`config.mk`:
```
export PLATFORM = sky130hd
export DESIGN_NAME = regbank_access_ctrl
export DESIGN_NICKNAME = d
export VERILOG_FILES = /design/src/rtl/regbank_access_pkg.sv /design/src/rtl/rr_arbiter.sv /design/src/rtl/regbank_access_ctrl.sv
export SDC_FILE = /design/constraint.sdc
export NUM_CORES = 1
export LEC_CHECK = 0
export ABC_AREA = 1
export BUFFER_PORTS_ARGS = -buffer_cell sky130_fd_sc_hd__buf_2
export CAP_MARGIN = 20
export CORE_MARGIN = 2
export CORE_UTILIZATION = 43
export CTS_CLUSTER_SIZE = 8
export DETAILED_ROUTE_END_ITERATION = 7
export GPL_TIMING_DRIVEN = 0
export PLACE_DENSITY = 0.84
export SLEW_MARGIN = 20
export SYNTH_ARGS = -nofsm -noshare
export SYNTH_HDL_FRONTEND = slang
export SYNTH_SLANG_ARGS = --single-unit
```
`constraint.sdc`:
```
create_clock -name i_clk -period 2.6 [get_ports i_clk]
set_input_delay 0.26 -clock i_clk [delete_from_list [all_inputs] [get_ports i_clk]]
set_output_delay 0.26 -clock i_clk [all_outputs]
set_load 0.02 [all_outputs]
```
`src/rtl/regbank_access_pkg.sv`:
```
// rtl/regbank_access_pkg.sv - shared types and constants for the register bank access controller
// Purpose: state encoding, op codes and default widths used by regbank_access_ctrl and rr_arbiter.
// Ports: none (package).
package regbank_access_pkg;

  typedef enum logic [2:0] {
    ST_IDLE,
    ST_WRITE,
    ST_SWAP_RD,
    ST_SWAP_W1,
    ST_SWAP_W2
  } state_t;

  localparam logic OP_WRITE = 1'b0;
  localparam logic OP_SWAP  = 1'b1;

  localparam int DEF_AW = 5;
  localparam int DEF_DW = 32;

endpackage

```
`src/rtl/rr_arbiter.sv`:
```
// rtl/rr_arbiter.sv - N-way round-robin arbiter with one-hot grant
// Purpose: picks one requester per cycle; the pointer moves past the winner only when the
//          grant is actually consumed (i_advance). With REGBANK_ACCESS_CTRL_FIXED_PRIO_EN
//          defined, the lowest requesting index always wins and no pointer exists.
// Ports:
//   i_clk, i_rst  clock, asynchronous active-high reset
//   i_req         per-requester request
//   i_advance     the current grant was taken this cycle
//   o_grant       one-hot or zero grant (combinational)
module rr_arbiter
  import regbank_access_pkg::*;
#(
  parameter int N = 4
) (
  input  logic         i_clk,
  input  logic         i_rst,
  input  logic [N-1:0] i_req,
  input  logic         i_advance,
  output logic [N-1:0] o_grant
);

`ifdef REGBANK_ACCESS_CTRL_FIXED_PRIO_EN

  always_comb begin
    o_grant = '0;
    for (int i = N - 1; i >= 0; i--) begin
      if (i_req[i]) o_grant = N'(1) << i;
    end
  end

  logic w_unused;
  assign w_unused = &{1'b0, i_clk, i_rst, i_advance};

`else

  localparam int PW = (N > 1) ? $clog2(N) : 1;

  logic [PW-1:0] r_ptr;
  logic [PW-1:0] w_win;
  logic [PW:0]   w_cand;
  logic          w_found;

  // Scan N slots starting at the pointer; the extra bit in w_cand lets the wrap be done
  // with a compare/subtract so non-power-of-two N never indexes past N-1.
  always_comb begin
    o_grant = '0;
    w_win   = '0;
    w_found = 1'b0;
    w_cand  = '0;
    for (int i = 0; i < N; i++) begin
      w_cand = {1'b0, r_ptr} + (PW+1)'(i);
      if (w_cand >= (PW+1)'(N)) w_cand = w_cand - (PW+1)'(N);
      if (!w_found && i_req[w_cand[PW-1:0]]) begin
        w_found = 1'b1;
        w_win   = w_cand[PW-1:0];
      end
    end
    if (w_found) o_grant[w_win] = 1'b1;
  end

  always_ff @(posedge i_clk or posedge i_rst) begin
    if (i_rst) begin
      r_ptr <= '0;
    end else if (i_advance && w_found) begin
      r_ptr <= (w_win == PW'(N - 1)) ? '0 : w_win + PW'(1);
    end
  end

`endif

endmodule

```
`src/rtl/regbank_access_ctrl.sv`:
```
// rtl/regbank_access_ctrl.sv - write-port arbiter and swap sequencer for the 32x32 register bank
// Purpose: shares the bank write port among NUM_REQ requesters, runs SWAP as read/write/write
//          over that single port, and stalls the datapath while a swap owns the read ports.
//          Optional macro REGBANK_ACCESS_CTRL_FIXED_PRIO_EN selects fixed-priority arbitration.
// Ports:
//   i_clk, i_rst                 clock, asynchronous active-high reset
//   i_req_valid/o_req_ready      per-requester handshake (ready one-hot or zero)
//   i_req_op/_a/_b/_wd           packed per-requester command fields
//   i_ext_ra1/2, o_ext_stall     datapath read addresses and hold request
//   o_rb_regwrite/_wa/_wd        bank write port
//   o_rb_ra1/2, i_rb_rd1/2       bank read ports (read data combinational)
//   o_busy                       controller not idle
module regbank_access_ctrl
  import regbank_access_pkg::*;
#(
  parameter int NUM_REQ = 4,
  parameter int AW      = DEF_AW,
  parameter int DW      = DEF_DW
) (
  input  logic                  i_clk,
  input  logic                  i_rst,
  input  logic [NUM_REQ-1:0]    i_req_valid,
  output logic [NUM_REQ-1:0]    o_req_ready,
  input  logic [NUM_REQ-1:0]    i_req_op,
  input  logic [NUM_REQ*AW-1:0] i_req_a,
  input  logic [NUM_REQ*AW-1:0] i_req_b,
  input  logic [NUM_REQ*DW-1:0] i_req_wd,
  input  logic [AW-1:0]         i_ext_ra1,
  input  logic [AW-1:0]         i_ext_ra2,
  output logic                  o_ext_stall,
  output logic                  o_rb_regwrite,
  output logic [AW-1:0]         o_rb_wa,
  output logic [DW-1:0]         o_rb_wd,
  output logic [AW-1:0]         o_rb_ra1,
  output logic [AW-1:0]         o_rb_ra2,
  input  logic [DW-1:0]         i_rb_rd1,
  input  logic [DW-1:0]         i_rb_rd2,
  output logic                  o_busy
);

  state_t        r_state;
  logic          r_regwrite;
  logic [AW-1:0] r_wa;
  logic [DW-1:0] r_wd;
  logic          r_stall;
  logic          r_busy;
  logic [AW-1:0] r_a;
  logic [AW-1:0] r_b;
  logic [DW-1:0] r_ta;

  logic [NUM_REQ-1:0] w_grant;
  logic               w_window;
  logic               w_hs;
  logic               w_sel_op;
  logic [AW-1:0]      w_sel_a;
  logic [AW-1:0]      w_sel_b;
  logic [DW-1:0]      w_sel_wd;

  assign w_window    = (r_state == ST_IDLE) || (r_state == ST_WRITE);
  // Gated by i_rst so no handshake is offered while the controller is held in reset.
  assign o_req_ready = (w_window && !i_rst) ? w_grant : '0;
  assign w_hs        = |(i_req_valid & o_req_ready);

  rr_arbiter #(.N(NUM_REQ)) u_arb (
    .i_clk     (i_clk),
    .i_rst     (i_rst),
    .i_req     (i_req_valid),
    .i_advance (w_hs),
    .o_grant   (w_grant)
  );

  always_comb begin
    w_sel_op = OP_WRITE;
    w_sel_a  = '0;
    w_sel_b  = '0;
    w_sel_wd = '0;
    for (int i = 0; i < NUM_REQ; i++) begin
      if (w_grant[i]) begin
        w_sel_op = i_req_op[i];
        w_sel_a  = i_req_a[i*AW +: AW];
        w_sel_b  = i_req_b[i*AW +: AW];
        w_sel_wd = i_req_wd[i*DW +: DW];
      end
    end
  end

  assign o_rb_ra1      = (r_state == ST_SWAP_RD) ? r_a : i_ext_ra1;
  assign o_rb_ra2      = (r_state == ST_SWAP_RD) ? r_b : i_ext_ra2;
  assign o_ext_stall   = r_stall;
  assign o_rb_regwrite = r_regwrite;
  assign o_rb_wa       = r_wa;
  assign o_rb_wd       = r_wd;
  assign o_busy        = r_busy;

  always_ff @(posedge i_clk or posedge i_rst) begin
    if (i_rst) begin
      r_state    <= ST_IDLE;
      r_regwrite <= 1'b0;
      r_wa       <= '0;
      r_wd       <= '0;
      r_stall    <= 1'b0;
      r_busy     <= 1'b0;
      r_a        <= '0;
      r_b        <= '0;
      r_ta       <= '0;
    end else begin
      case (r_state)
        ST_IDLE, ST_WRITE: begin
          // A write shown on the port this cycle commits on this edge regardless of
          // what is accepted, so a following swap read sees it.
          if (w_hs && (w_sel_op == OP_WRITE)) begin
            r_state    <= ST_WRITE;
            r_regwrite <= 1'b1;
            r_wa       <= w_sel_a;
            r_wd       <= w_sel_wd;
            r_stall    <= 1'b0;
            r_busy     <= 1'b1;
          end else if (w_hs) begin
            r_state    <= ST_SWAP_RD;
            r_regwrite <= 1'b0;
            r_a        <= w_sel_a;
            r_b        <= w_sel_b;
            r_stall    <= 1'b1;
            r_busy     <= 1'b1;
          end else begin
            r_state    <= ST_IDLE;
            r_regwrite <= 1'b0;
            r_stall    <= 1'b0;
            r_busy     <= 1'b0;
          end
        end
        ST_SWAP_RD: begin
          // The old value of b goes straight onto the write port; only a's value must be
          // held for the second write.
          r_ta <= i_rb_rd1;
          if (r_a == r_b) begin
            r_state <= ST_IDLE;
            r_stall <= 1'b0;
            r_busy  <= 1'b0;
          end else begin
            r_state    <= ST_SWAP_W1;
            r_regwrite <= 1'b1;
            r_wa       <= r_a;
            r_wd       <= i_rb_rd2;
          end
        end
        ST_SWAP_W1: begin
          r_state    <= ST_SWAP_W2;
          r_regwrite <= 1'b1;
          r_wa       <= r_b;
          r_wd       <= r_ta;
        end
        default: begin
          r_state    <= ST_IDLE;
          r_regwrite <= 1'b0;
          r_stall    <= 1'b0;
          r_busy     <= 1'b0;
        end
      endcase
    end
  end

endmodule

```
==> qor.yml, run 1 <==
clock_network:
  htreeDepth: 3
  numClockSinks: 87
  clk_pin_slew_ps: 70
  cts_buffer_depth: 2
  clock_latency_ps: 350
  numCtsBuffers: 9
  tritoncts: "yes"
  cts_root_buf: "clkbuf_16"
critical_path:
  worstPathMaxFanout: 7
  worstSetupStartpointType: "register"
  critPathKind: "reg2reg"
  slowest_stage: "dfrtp_2"
  required_ps: 2890
  crit_arrival_ps: 3300
  cp_common_cell: "nand2_1"
  crit_path_max_incr_delay_ps: 460
  end_kind: "register"
  path_cells: "inv_2, buf_4, nand3_2, nand2_4, nor2_4, nand3b_1, o2111ai_2, o21ai_2, ha_2, buf_8, buf_4, nand2_4, inv_6, buf_6, nand2_1, nand2_1, nand2_1, nand2_1, nand2_1, nand2_1, nand3_1, nand2_1"
floorplan:
  floorplan.initialDensity: 0.4427
  die-area_um2: 16020
  core_um2: 14590
  die_w_um: 126.6
  fp-row-count: 44
  io_pins: 306
  die_h_um: 126.6
route:
  antenna_left: 0
  vias: 8623
  drt_pass1_iterations: 5
  drt_iter0_drc: 849
  wl_um: 28570
  viasPerCell: 5.353
  remaining_drc_errors: 0
  wire_per_inst_um: 17.73
timing:
  slew_headroom: 0.5015
  clock_skew_ps: 8.085
  holdWs_ps: 104.7
  min_period_ps: 3003
  rsz0062_at_grt: "yes"
  hold_viol: 0
  worstMarginPinSlew_ps: 742.1
  setup_tns_ps: -18650
  max_freq_mhz: 333.0
  drv_slew: 0
  fin_ws_ps: -403.1
  post-route-period-util: 1.155
  finalSetupViolations: 57
synthesis:
  ys_seq_area_frac: 0.3371
  synth-seq-cells: 87
  yosysWarnings: 0
  synthCells: 1058
  syn_nets: 1314
  synth_common_cells: "nand2_1 (551), inv_1 (95), dfrtp_1 (87)"
  postSynthAreaPerCell_um2: 6.105
  yosys_most_used_dff: "dfrtp_1"
  yosysMostFrequentCell: "nand2_1"
  synth_edf_count: 0
  yosys.area.top_type: "dfrtp_1"
  async_flop_share: 1.000
  synth_cell_types: 34
  synthTopCellsByArea: "dfrtp_1 (34%), nand2_1 (32%), inv_1 (5.5%)"
  yosysTopAreaCellShare: 0.3371
  syn_area_um2: 6459
status:
  violations: "setup timing"
  status: "finished with violations"
placed_design:
  routabilityCongestion: 0.9633
  preCtsSetupSlack_ps: -685.6
  dp_hpwl_um: 20640
  placed_area_um2: 8255
  port_buffers: 305
global_routing:
  grt_pass1_vias: 7974
  grt_overflow: 0
  grt_max_degree: 52
  grt_first_pass_wirelength_um: 42280
  antenna_found_initial: 2
  grt_usage: 0.3384
cells_and_area:
  syn_to_final_growth_pct: 51.24
  drive_gt1_frac: 0.3787
  finish.net_count: 1677
  fin_area_um2: 9768
run:
  maxCapViolations: 0
worst_hold_path:
  holdCritPathClass: "in2reg"
area by class of cell:
cell class	instances	area (µm²)
Antenna cell	1	2.502
Buffer	66	506.7
Fill cell	1300	4821
Clock buffer	9	225.2
Multi-Input combinational cell	802	4035
Tap cell	184	230.2
Inverter	100	397.9
Sequential cell	87	2180
Clock inverter	7	102.6
Timing Repair Buffer	355	2088
placed cells by master (no fill, tap or decap), drive strengths merged:
cell type      n
nand2        554
buf          379
inv          102
dfrtp         87
nand3         70
o21ai         50
clkbuf        50
nand4         37
a22oi         37
nor2          16
or2           10
nand3b         6
o21a           5
ha             4
xor2           3
clkinvlp       3
nor3           2
a21oi          2
bufinv         2
diode          1
and2           1
o21bai         1
xnor2          1
and3           1
o211ai         1
o2111ai        1
dlygate4sd3    1
sequential cells by signal, indices dropped and copies added (netlist names):
signal and count:
o_busy 1, o_ext_stall 1, o_rb_regwrite 1, o_rb_wa 5, o_rb_wd 32, r_a 5
r_b 5, r_state 3, r_ta 32, u_arb.r_ptr 2
what timing repair did:
item                       4_1_cts  5_1_grt
gates cloned                     8        1
buffers inserted                28       11
resized for setup              163       79
pin swaps                       50       42
setup endpoints to repair       60       62
hold endpoints to repair        36        0
hold buffers                     1        0
critical path: cells and delay by family, from the launching register on:
kind                       cells  cell delay, ps
AOI/OAI and AO/OA              2             300
buffers and inverters          6             770
DFF                            1             460
and+or+nand+nor               13            1150
adders and majority gates      1             260
metrics by stage:
stage | util | std cells
4_1_cts | 0.6479 | 1601
6_report | 0.6696 | 1611
3_5_place_dp | 0.5659 | 1548
2_1_floorplan | - | 1058
3_3_place_gp | 0.5638 | 1547
5_1_grt | 0.6696 | 1611
logic make-up (layout without fill, tap and decap cells):
kind of cell	count (synthesis)	count (layout)	synth area share
other cells	0	1	0
fa+ha+maj	4	4	0.007749
compound gates	97	97	0.09338
xor+xnor	4	4	0.005425
buf+inv	169	537	0.1095
flops	87	87	0.3371
simple gates	697	697	0.4469
path summary, 6_finish.rpt:
path / startpoint / endpoint / cells after the start / slack [ps]
setup / recovery: u_arb.r_ptr[1] / o_rb_wd[27] / 22 / -400
hold / removal: i_rb_rd1[7] / r_ta[7] / 3 / 100
setup reg to reg: u_arb.r_ptr[1] / o_rb_wd[27] / 22 / -400
hold reg to reg: o_rb_wd[8] / o_rb_wd[8] / 2 / 480
max in group asynchronous: i_rst / o_rb_regwrite / 4 / 1410
min in group asynchronous: i_rst / o_rb_wd[31] / 3 / 540
routing by layer:
layer  vias to the layer above  track usage  routed length (µm)
li1                       4051            -                   -
met1                      3964       0.4367               11300
met3                       101      0.05230                2503
met5                         -            0                  10
met4                         2       0.1351                1209
met2                       505       0.5694               13540
Power of run 1 is not shown: default switching activity piles up to over one toggle a cycle in this logic, so the estimate is an artifact.
==> run 2: changes to the inputs <==
GPL_TIMING_DRIVEN = unset   (was 0)
==> qor.yml, run 2 (synthesis results as in run 1) <==
route:
  viasPerCell: 5.516  # +3.1%
  wire_per_inst_um: 18.81  # +6.1%
  vias: 8875  # +2.9%
  drt_iter0_drc: 978  # +15%
  antenna_left: 0  # unchanged
  drt_pass1_iterations: 6  # +1
  wl_um: 30260  # +5.9%
  remaining_drc_errors: 0  # unchanged
worst_hold_path:
  holdCritPathClass: "in2async"
timing:
  post-route-period-util: 1.167  # +0.01227
  max_freq_mhz: 329.5  # -1.1%
  slew_headroom: 0.3535  # -0.1479
  finalSetupViolations: 58  # +1.8%
  min_period_ps: 3035  # +31.89 ps
  worstMarginPinSlew_ps: 968.6  # +226.5 ps
  clock_skew_ps: 7.814  # -0.2711 ps
  hold_viol: 0  # unchanged
  rsz0062_at_grt: "yes"
  drv_slew: 0  # unchanged
  fin_ws_ps: -435.0  # -31.89 ps
critical_path:
  critPathKind: "reg2reg"
  crit_start: "u_arb.r_ptr[0]"
  end_kind: "register"
  slowest_stage: "dfrtp_2"
  required_ps: 2890  # about the same
  crit_path_max_incr_delay_ps: 460  # about the same
  worstPathMaxFanout: 5  # -2
  worstSetupStartpointType: "register"
  path_cells: "buf_6, nand2_2, nand2_2, nand2_1, and2_4, nand3b_1, nand3_1, nand2_2, buf_6, ha_4, nand2_4, nand3_2, nand2_4, nand2_4, o21bai_4, buf_6, buf_12, buf_16, nand3_1, nand2_1"
  r2r.worst_path.cells: 20  # -9.1%
  endpoint: "o_rb_wd[13]"
  rr_endpoint: "o_rb_wd[13]"
  r2r_start: "u_arb.r_ptr[0]"
  crit_arrival_ps: 3320  # +20 ps
  r2r_slack_ps: -440  # -30 ps
placed_design:
  routabilityCongestion: 0.9688  # +0.57%
  port_buffers: 305  # unchanged
  preCtsSetupSlack_ps: -434.3  # +251.3 ps
  dp_hpwl_um: 18390  # -11%
floorplan:
  fp-row-count: 44  # unchanged
  floorplan.initialDensity: 0.4427  # unchanged
  core_um2: 14590  # unchanged
  die_w_um: 126.6  # unchanged
  io_pins: 306  # unchanged
  die-area_um2: 16020  # unchanged
  die_h_um: 126.6  # unchanged
cells_and_area:
  finish.net_count: 1673  # -0.24%
  final_common_cell: "nand2_1"
  syn_to_final_growth_pct: 61.66
  final_cell_mix: "nand2_1 (460), buf_2 (301), inv_1 (88)"
  drive_gt1_frac: 0.4128  # +0.03412
  finish.utilization: 0.7157  # +0.04614
global_routing:
  antenna_found_initial: 3  # +1
  grt_overflow: 0  # unchanged
  grt_max_degree: 74  # +42%
  grt_first_pass_wirelength_um: 43820  # +3.6%
  grt_usage: 0.3507  # +0.01231
  grt_pass1_vias: 8226  # +3.2%
clock_network:
  tritoncts: "yes"
  numClockSinks: 87  # unchanged
  cts_root_buf: "clkbuf_16"
  clk_pin_slew_ps: 70  # about the same
  numCtsBuffers: 9  # unchanged
  htreeDepth: 3  # unchanged
  hold_buffers: 0  # -1
  clock_latency_ps: 350  # about the same
  cts_buffer_depth: 2  # unchanged
run:
  maxCapViolations: 0  # unchanged
status:
  status: "finished with violations"
  violations: "setup timing"
## run 2: cell count changes in the layout (fill, tap and decap cells not counted), moves of 6 or more
| cell | delta |
|---|---|
| nand2_1 | -19 |
| clkbuf_1 | -23 |
| buf_16 | +9 |
| buf_4 | +17 |
| buf_12 | +15 |
| clkbuf_2 | -6 |
| nand2_4 | +13 |
| buf_8 | -9 |
## run 2: critical path: cells and delay by family, from the launching register on
kind            cells  cell delay (ps)
fa+ha+maj           1              170
simple gates       13             1450
flops               1              460
buf+inv             5              710
compound gates      1              170
## run 2: per-layer routing
| layer | part of all wire | global-route usage | up-vias |
|---|---|---|---|
| met1 | 0.38 | 0.4443 | 4074 |
| li1 | - | - | 4057 |
| met3 | 0.11 | 0.08857 | 109 |
| met5 | 0 | 0 | - |
| met4 | 0.042 | 0.1306 | 0 |
| met2 | 0.47 | 0.5788 | 635 |
## run 2: per-stage QoR
step / setup TNS (ps) / area (µm²) / hold WS, ps / instances
after floorplan: 0 / 6469 / 376.6 / 1058
after global placement: -12720 / 8496 / 449.6 / 1536
after detailed placement: -21220 / 8496 / 457.7 / 1536
after CTS: -8625 / 9922 / 97.91 / 1596
after global routing: -25570 / 10440 / 113.0 / 1608
final: -20690 / 10440 / 101.6 / 1609
## run 2: worst min path at each step
stage,startpoint,cells after the start,end
CTS,i_rb_rd1[31],3,r_ta[31]
global route,i_rb_rd1[23],3,r_ta[23]
finish,i_rst,2,o_rb_wd[7]
global placement,o_rb_wd[28],2,o_rb_wd[28]
floorplan,i_rb_rd1[0],2,r_ta[0]
detailed placement,o_rb_wd[26],2,o_rb_wd[26]
## run 2: what timing repair did
action | CTS | global route
pin swaps | 36 | 46
resized for setup | 130 | 118
buffers inserted | 29 | 5
gates cloned | 16 | 5
endpoints found under the setup margin | 58 | 58
## run 2: layout make-up
type | count | area (µm²)
clock inverters | 4 | 55.05
diodes | 3 | 7.507
well taps | 184 | 230.2
repair buffers | 417 | 3088
flip-flops and latches | 87 | 2178
multi-input cells | 802 | 4229
fillers | 1150 | 4148
clock buffers | 12 | 246.5
inverters | 100 | 406.6
Power of run 2 is left out for the same reason.
==> run 3: changes to the inputs <==
ABC_AREA = unset   (was 1)
CORE_UTILIZATION = 41   (was 43)
PLACE_DENSITY = 0.83   (was 0.84)
==> qor.yml, run 3 <==
cells_and_area:
  final_cell_mix: "buf_2 (305), dfrtp_1 (85), a21oi_1 (49)"
  syn_to_final_growth_pct: 42.13
  final.fill_count: 1137  # -1.1%
  fin_cells: 1040  # -35%
  final_common_cell: "buf_2"
  finish.utilization: 0.6014  # -0.1143
  drive_gt1_frac: 0.5214  # +0.1086
  finish.net_count: 1114  # -33%
floorplan:
  fp-row-count: 42  # -4.5%
  floorplan.initialDensity: 0.4231  # -0.01960
  die_w_um: 121.1  # -4.3%
  core_um2: 13300  # -8.9%
  die-area_um2: 14670  # -8.4%
  die_h_um: 121.1  # -4.3%
  io_pins: 306  # unchanged
synthesis:
  async_flop_share: 1.000  # unchanged
  synth_cell_types: 40  # +18%
  yosys.area.top_type: "dfrtp_1"
  synth-seq-cells: 87  # unchanged
  yosysWarnings: 0  # unchanged
  syn_nets: 811  # -38%
  synth_edf_count: 0  # unchanged
  synth_common_cells: "dfrtp_1 (87), a21oi_1 (50), inv_1 (44), mux2_2 (44), clkbuf_1 (41)"
  synthTopCellsByArea: "dfrtp_1 (39%), mux2_2 (8.8%), mux2i_1 (6.6%)"
  yosysTopAreaCellShare: 0.3870  # +0.04993
  ys_seq_area_frac: 0.3870  # +0.04993
  syn_area_um2: 5625  # -13%
  yosysMostFrequentCell: "dfrtp_1"
  postSynthAreaPerCell_um2: 10.14  # +66%
  synthCells: 555  # -48%
  yosys_most_used_dff: "dfrtp_1"
global_routing:
  grt_first_pass_wirelength_um: 28780  # -34%
  antenna_found_initial: 2  # -1
  grt_max_degree: 59  # -20%
  grt_usage: 0.2533  # -0.09741
  grt_overflow: 0  # unchanged
  grt_pass1_vias: 5784  # -30%
timing:
  post-route-period-util: 1.049  # -0.1179
  finalSetupViolations: 37  # -36%
  fin_ws_ps: -128.6  # +306.5 ps
  clock_skew_ps: 6.400  # -1.415 ps
  slew_headroom: 0.5677  # +0.2142
  holdWs_ps: -13.60  # -115.2 ps
  rsz0062_at_grt: "yes"
  hold_viol: 9  # +9
  worstMarginPinSlew_ps: 648.5  # -320.1 ps
  min_period_ps: 2729  # -306.5 ps
  drv_slew: 0  # unchanged
  max_freq_mhz: 366.5  # +11%
power:
  power.internal_uw: 5659
  netSwitchingFraction: 0.4019
  leakage_uw: 0.004050
  p_per_area_nw_per_um2: 1183
  switchingPower_uw: 3803
  peakVddDrop_mv: 0.5996
  p_clk_frac: 0.155
  combPwrFrac: 0.589
  seq_power_share: 0.256
placed_design:
  place_inst: 1014  # -34%
  routabilityCongestion: 0.8617  # -11%
  dp_hpwl_um: 14010  # -24%
  port_buffers: 305  # unchanged
clock_network:
  clk_pin_slew_ps: 60  # about the same
  clock_latency_ps: 340  # about the same
  hold_buffers: 0  # unchanged
  numCtsBuffers: 9  # unchanged
  tritoncts: "yes"
  htreeDepth: 3  # unchanged
  cts_root_buf: "clkbuf_16"
  numClockSinks: 87  # unchanged
  cts_buffer_depth: 2  # unchanged
route:
  vias: 5775  # -35%
  antenna_left: 0  # unchanged
  wire_per_inst_um: 18.34  # -2.5%
  viasPerCell: 5.553  # +0.67%
  drt_iter0_drc: 316  # -68%
  drt_pass1_iterations: 7  # +1
  remaining_drc_errors: 0  # unchanged
  wl_um: 19070  # -37%
critical_path:
  worstPathMaxFanout: 21  # +16
  worstSetupStartpointType: "register"
  r2r.worst_path.cells: 12  # -40%
  path_buf_inv: 2  # -3
  crit_arrival_ps: 2940  # -380 ps
  required_ps: 2820  # -70 ps
  cp_top_family: "compound AO/OA/AOI/OAI gates"
  end_kind: "register"
  cp_common_cell: "nand2_1"
  rr_endpoint: "o_rb_wd[10]"
  slowest_stage: "or3_4"
  r2r_slack_ps: -130  # +310 ps
  r2r_start: "u_arb.r_ptr[1]"
  crit_path_max_incr_delay_ps: 400  # -60 ps
  critPathKind: "reg2reg"
  path_cells: "nand2_1, nand2_1, a21oi_1, o22a_2, buf_4, ha_4, a211oi_2, a211o_1, a21oi_2, or3_4, buf_12, mux2_1"
status:
  status: "finished with violations"
  violations: "hold timing, setup timing"
worst_hold_path:
  holdCritPathClass: "in2async"
run:
  maxCapViolations: 0  # unchanged
## run 3: worst max-delay path by stage
stage,startpoint,to,cells past startpoint
detailed placement,i_req_valid[1],o_rb_wa[2],13
CTS,u_arb.r_ptr[0],o_rb_wd[10],11
finish,u_arb.r_ptr[1],o_rb_wd[10],12
floorplan,u_arb.r_ptr[1],o_rb_wd[0],13
global placement,u_arb.r_ptr[0],o_rb_wa[2],11
global route,u_arb.r_ptr[1],o_rb_wd[14],12
## run 3: cells by family (layout without fill, tap and decap cells)
logic type,after synthesis,in the layout,synth area share
xor+xnor,5,5,0.007784
mux,118,118,0.2407
buf+inv,97,404,0.06939
flops,87,87,0.3870
compound gates,190,190,0.2384
other cells,0,1,0
fa+ha+maj,4,4,0.008897
simple gates,54,55,0.04782
## run 3: repair_timing
item                                    CTS  global route
endpoints found under the setup margin   49            42
pin swaps                                 2             4
buffers inserted                          4             4
cloned                                    1             0
gates resized for setup                  10             7
## run 3: cell type report
type,count,area (µm²),share of cell area
multi-input combinational,372,3197,0.3998
sequential,87,2180,0.2726
timing repair buffer,344,1886,0.2358
clock buffer,14,284.0,0.03552
tap,176,220.2,0.02754
inverter,44,166.4,0.02081
clock inverter,2,60.06,0.007512
antenna,1,2.502,0.0003130
## run 3: power groups by stage
| stage | clock [µW] | sequential (µW) | combinational, µW |
|---|---|---|---|
| 5_1_grt | 1560 | 2490 | 6010 |
| 3_3_place_gp | 0 | 2390 | 5160 |
| 6_report | 1470 | 2420 | 5570 |
| 4_1_cts | 1500 | 2400 | 5460 |
| 2_1_floorplan | 0 | 2660 | 3510 |
| 3_5_place_dp | 0 | 2420 | 5290 |
## run 3: worst reg2reg max path: stages, from the launching register on
cell      delay [ps]
dfrtp_1          350
nand2_1           60
nand2_1           80
a21oi_1           80
o22a_2           290
buf_4            150
ha_4             170
a211oi_2         230
a211o_1          200
a21oi_2           70
or3_4            400
buf_12           180
mux2_1           350
## run 3: per-stage QoR
step	total power [µW]	area (µm²)	TNS [ps]	setup WS (ps)
CTS	9368	7926	-2516	-93.87
detailed placement	7710	7490	-12920	-336.0
finish	9462	7995	-3482	-128.6
global placement	7547	7490	-8449	-216.3
global route	10060	7993	-6980	-213.5
floorplan	6168	5677	-1958	-97.19
## run 3: metal layers
metal	part of all wire	routed length, µm	GRT usage
met4	0.024	462	0.1006
met3	0.083	1575	0.05733
met2	0.51	9744	0.4579
met1	0.38	7274	0.2879
met5	0.00068	13	0
No activity file was read; power rests on OpenSTA's default activity.
